$ cat src/rtl/clb_config_loader.sv
// Serial configuration loader: finds a sync word in the bitstream, shifts in an 8-bit routing
// payload plus even parity, and commits the four 2-bit routing selects only if the frame checks.
//   state    | meaning
//   ST_HUNT  | sliding search for SYNC_WORD in the accepted bit stream
//   ST_LOAD  | shifting payload + parity into the shadow register, idle timer running
//   ST_CHECK | one cycle: validate shadow, commit or flag error, back to hunt
module clb_config_loader #(
  parameter logic [7:0]  SYNC_WORD = 8'hA5,
  parameter int unsigned TIMEOUT   = 64
) (
  input  logic       i_clk,
  input  logic       i_rst,
  input  logic       i_cfg_valid,
  input  logic       i_cfg_bit,
  output logic       o_cfg_ready,
  output logic       o_busy,
  output logic [1:0] o_sel1,
  output logic [1:0] o_sel2,
  output logic [1:0] o_sel3,
  output logic [1:0] o_sel4,
  output logic       o_cfg_done,
  output logic       o_cfg_error,
  output logic [1:0] o_err_code
);

  localparam int unsigned   TW         = (TIMEOUT > 2) ? $clog2(TIMEOUT) : 1;
  localparam logic [TW-1:0] TIMER_LAST = TW'(TIMEOUT - 1);

  typedef enum logic [1:0] {
    ST_HUNT  = 2'd0,
    ST_LOAD  = 2'd1,
    ST_CHECK = 2'd2
  } state_t;

  state_t        r_state;
  state_t        w_state_nxt;
  logic [7:0]    r_sync;
  logic [8:0]    r_shadow;
  logic [3:0]    r_bit_cnt;
  logic [TW-1:0] r_timer;
  logic [7:0]    r_sel;
  logic          r_cfg_done;
  logic          r_cfg_error;
  logic [1:0]    r_err_code;

  logic       w_accept;
  logic [7:0] w_sync_next;
  logic       w_sync_hit;
  logic       w_last_bit;
  logic       w_timeout;
  logic       w_parity_ok;
  logic [3:0] w_seen;
  logic       w_perm_ok;

  assign o_cfg_ready = (r_state != ST_CHECK);
  assign o_busy      = (r_state != ST_HUNT);
  assign {o_sel4, o_sel3, o_sel2, o_sel1} = r_sel;
  assign o_cfg_done  = r_cfg_done;
  assign o_cfg_error = r_cfg_error;
  assign o_err_code  = r_err_code;

  assign w_accept    = i_cfg_valid & o_cfg_ready;
  assign w_sync_next = {r_sync[6:0], i_cfg_bit};
  assign w_sync_hit  = (r_state == ST_HUNT) && w_accept && (w_sync_next == SYNC_WORD);
  assign w_last_bit  = (r_state == ST_LOAD) && w_accept && (r_bit_cnt == 4'd8);
  assign w_timeout   = (r_state == ST_LOAD) && !w_accept && (r_timer == TIMER_LAST);
  assign w_parity_ok = ~(^r_shadow);

  // Payload sits in r_shadow[8:1]; the four fields form a permutation iff every value is seen.
  always_comb begin
    w_seen = 4'b0000;
    for (int i = 0; i < 4; i++) begin
      w_seen[r_shadow[2*i+1 +: 2]] = 1'b1;
    end
  end
  assign w_perm_ok = &w_seen;

  always_ff @(posedge i_clk) begin
    if (i_rst) begin
      r_state <= ST_HUNT;
    end else begin
      r_state <= w_state_nxt;
    end
  end

  always_comb begin
    w_state_nxt = r_state;
    case (r_state)
      ST_HUNT: begin
        if (w_sync_hit) w_state_nxt = ST_LOAD;
      end
      ST_LOAD: begin
        if (w_last_bit)     w_state_nxt = ST_CHECK;
        else if (w_timeout) w_state_nxt = ST_HUNT;
      end
      ST_CHECK: w_state_nxt = ST_HUNT;
      default:  w_state_nxt = ST_HUNT;
    endcase
  end

  always_ff @(posedge i_clk) begin
    if (i_rst) begin
      r_sync      <= 8'h00;
      r_shadow    <= 9'h000;
      r_bit_cnt   <= 4'd0;
      r_timer     <= '0;
      r_sel       <= 8'hE4;
      r_cfg_done  <= 1'b0;
      r_cfg_error <= 1'b0;
      r_err_code  <= 2'b00;
    end else begin
      r_cfg_done <= 1'b0;
      case (r_state)
        ST_HUNT: begin
          if (w_accept) r_sync <= w_sync_next;
          if (w_sync_hit) begin
            r_bit_cnt <= 4'd0;
            r_timer   <= '0;
          end
        end
        ST_LOAD: begin
          if (w_accept) begin
            r_shadow  <= {r_shadow[7:0], i_cfg_bit};
            r_bit_cnt <= r_bit_cnt + 4'd1;
            r_timer   <= '0;
          end else if (w_timeout) begin
            r_cfg_error <= 1'b1;
            r_err_code  <= 2'b11;
            r_sync      <= 8'h00;
          end else begin
            r_timer <= r_timer + 1'b1;
          end
        end
        ST_CHECK: begin
          r_sync <= 8'h00;
          if (!w_parity_ok) begin
            r_cfg_error <= 1'b1;
            r_err_code  <= 2'b01;
          end else if (!w_perm_ok) begin
            r_cfg_error <= 1'b1;
            r_err_code  <= 2'b10;
          end else begin
            r_sel       <= r_shadow[8:1];
            r_cfg_error <= 1'b0;
            r_err_code  <= 2'b00;
            r_cfg_done  <= 1'b1;
          end
        end
        default: ;
      endcase
    end
  end

endmodule
$ cat config.mk
export PLATFORM = sky130hd
export DESIGN_NAME = clb_config_loader
export DESIGN_NICKNAME = d
export VERILOG_FILES = /design/src/rtl/clb_config_loader.sv
export SDC_FILE = /design/constraint.sdc
export NUM_CORES = 1
export LEC_CHECK = 0
export BUFFER_PORTS_ARGS = -buffer_cell sky130_fd_sc_hd__buf_2
export CORE_UTILIZATION = 58
export CTS_CLUSTER_SIZE = 8
export DETAILED_ROUTE_END_ITERATION = 10
export HOLD_SLACK_MARGIN = 0.02
export PLACE_DENSITY = 0.83
export SYNTH_ARGS = -nofsm -noshare
export SYNTH_HDL_FRONTEND = slang
export SYNTH_SLANG_ARGS = --single-unit
$ cat constraint.sdc
create_clock -name i_clk -period 3.3 [get_ports i_clk]
set_input_delay 0.33 -clock i_clk [delete_from_list [all_inputs] [get_ports i_clk]]
set_output_delay 0.33 -clock i_clk [all_outputs]
set_load 0.05 [all_outputs]
==> impl_metrics.csv <==
group,metric,value,unit
route,ant_nets,0,
placement,dpl_cell_area,0.002203,mm²
critical_path,critical_path_class,"register to register",
synth,synth_top_area_cell,"dfxtp_1",
route,drc_errors,0,
critical_path,cp_cell_sequence,"inv_1 > ha_1 > nand3b_1 > nor3_1 > a2bb2oi_1 > mux2i_1 > nor2_1",
synth,synth_top_flop_cell,"dfxtp_1",
clocking,cts_max_level,2,
critical_path,critPathLaunchType,"register",
synth,synthArstFlopShare,0,%
clocking,cts.sinks,40,
global_routing,gr-usage-met2,35.19,%
global_routing,grt_use_total,22.37,%
placement,routabilityCongestion,0.8342,
timing,finalClockSkew,0.009182,ns
timing,tns,0,ns
timing,fin_crit_sh,74.10,%
placement,io_buffers,17,
critical_path,cp_slowest_cell,"nand3b_1",
min_path,hold_class,"input port to register",
synth,synth_common_cells,"40 x dfxtp_1, 29 x nor2_1, 20 x nand2_1",
synth,yosysMostFrequentCell,"dfxtp_1",
cells_and_area,area_growth,8.952,%
synth,syn_inst,242,
critical_path,cp-end-kind,"register",
synth,synth_cell_types,47,
critical_path,arrival,2.61,ns
die,die_h,62.72,µm
placement,dp.cells,290,
cells_and_area,final_cells,298,
global_routing,grt_pass1_wl,6948,µm
synth,synth_nets,254,
die,placementRows,21,
synth,synth_area,0.002138,mm²
clocking,ctsRootBufferMaster,"clkbuf_8",
synth,synth_edf_count,0,
route,vias,1707,
global_routing,met3_usage,6.569,%
critical_path,path_max_fanout,11,
placement,place_ws,0.9356,ns
cells_and_area,final_area,0.002330,mm²
power_and_ir_drop,vdd_drop_max,0.3514,mV
timing,finalCriticalPeriod,2.445,ns
timing,clock.fmax,409.0,MHz
synth,synth_top_area_share,37.45,%
synth,yosys_warnings,0,
run_status,status,"completed",
timing,tightest_slew,0.7164,ns
clocking,clk_latency,0.30,ns
die,initial_core_util,62.12,%
die,die_x,62.72,µm
cells_and_area,num_antenna_cells,0,
cells_and_area,nNetsFinal,263,
critical_path,max_stage_delay,0.51,ns
critical_path,crit_family,"simple AND/OR/NAND/NOR gates",
timing,max_slew_margin,51.95,%
die,io_pins,18,
timing,finalHoldViolCount,0,
clocking,cts_tree,"built",
global_routing,grt_use_met1,29.24,%
route,drtIter0Drc,181,
synth,ys_ff_latch,40,
synth,syn_avg_cell_area,8.836,µm²
timing,setup_viol,0,
clocking,cts_max_path_buffers,2,
die,dieArea,0.003934,mm²
route,wl,4074,µm
route,post_drt_wl_per_cell,13.67,µm
die,coreArea,0.003442,mm²
critical_path,path_buf_inv,1,
route,viasPerCell,5.728,
cells_and_area,drive_gt1_share,13.49,%
clocking,cts-resized-gates,0,
clocking,hold_buffers,0,
clocking,post_cts_buffers,0,
global_routing,busiest_layer,"met2",
placement,hpwl,2704,µm
critical_path,required,3.46,ns
power_and_ir_drop,leakagePower,0.9420,nW
global_routing,grt_overflow,0,
cells_and_area,final_util,67.68,%
global_routing,antenna_found_initial,0,
clocking,path_clk_slew,0.07,ns
timing,setup_ws,0.8548,ns
synth,synthTopCellsByArea,"dfxtp_1 37%, mux2i_1 8.0%, nor2_1 5.1%",
timing,maxSlewViolCount,0,
synth,yosysSeqAreaShare,37.45,%
global_routing,grt_pass1_vias,1572,
global_routing,grt_max_degree,44,
timing,rsz0062_at_grt,"no",
power_and_ir_drop,pwr_density_cell,405.0,mW/mm²
route,dr.pass1.iters,5,
clocking,cts_buffers,5,
flow_run,drv_cap,0,
[area by class of cell]
class	instances	area, µm²
multi-input combinational	177	1219
clock inverter	1	30.03
fill	297	1112
inverter	9	33.78
sequential	40	800.8
clock buffer	7	96.34
tap	46	57.56
timing repair buffer	18	92.59
[placed cells by master (no fill, tap or decap), drive strengths merged, types with 2 or more instances in the layout]
master  count
nor3        3
nand4b      8
clkbuf      7
buf        18
a311oi      2
nand3      11
mux2i      17
nand2      20
a21bo       2
a222oi      2
dfxtp      40
ha          8
o21ai       3
nor2       29
xnor2      12
a21oi      18
inv         9
nand2b     17
a211oi      2
[layer usage]
metal	part of all wire (%)	vias to the layer above
li1	-	855
met1	49	798
met2	45	49
met3	5.1	5
met4	1.1	0
met5	0	-
[metrics by stage]
step                      power [mW]  hold slack, ns
final                         0.9437          0.3091
after global routing          0.9729          0.3457
after CTS                     0.9507          0.3059
after detailed placement      0.5170          0.4525
after global placement        0.5169          0.4365
after floorplan               0.5110          0.4280
[worst min-delay path, delay by kind of cell]
kind                   cells  cell delay, ns
muxes                      1            0.07
and+or+nand+nor            1            0.07
buffers and inverters      1            0.10
[state kept, by name, summed over array words and instances, names as in the netlist]
signal	cells
o_cfg_done	1
o_cfg_error	1
r_timer	6
r_sync	7
r_sel	8
o_err_code	2
r_shadow	9
r_state	2
r_bit_cnt	4
[cells by family (layout without fill, tap and decap cells)]
group                      count (synthesis)  in the layout  synth area share, %
adders and majority gates                  8              8                4.681
and+or+nand+nor                           96             96                23.00
xor gates and xnor gates                  13             13                7.197
DFF                                       40             40                37.45
muxes                                     18             18                8.484
AOI/OAI and AO/OA                         42             42                13.63
buffers and inverters                     25             35                5.558
[where the power goes]
part	internal, mW	leakage (nW)	total [mW]	switching (mW)
Combinational	0.00604	0.555	0.0212	0.0151
Sequential	0.484	0.322	0.485	0.00103
Clock	0.267	0.0645	0.438	0.171
[path summary, 6_finish.rpt]
path / startpoint / cells after the start / end / slack, ns
worst max-delay path: r_state[1] / 7 / r_state[0] / 0.85
worst min-delay path: i_cfg_bit / 3 / r_shadow[0] / 0.31
worst max register to register: r_state[1] / 7 / r_state[0] / 0.85
worst min register to register: r_sync[6] / 2 / r_sync[6] / 0.46
No activity file was read; power rests on OpenSTA's default activity.
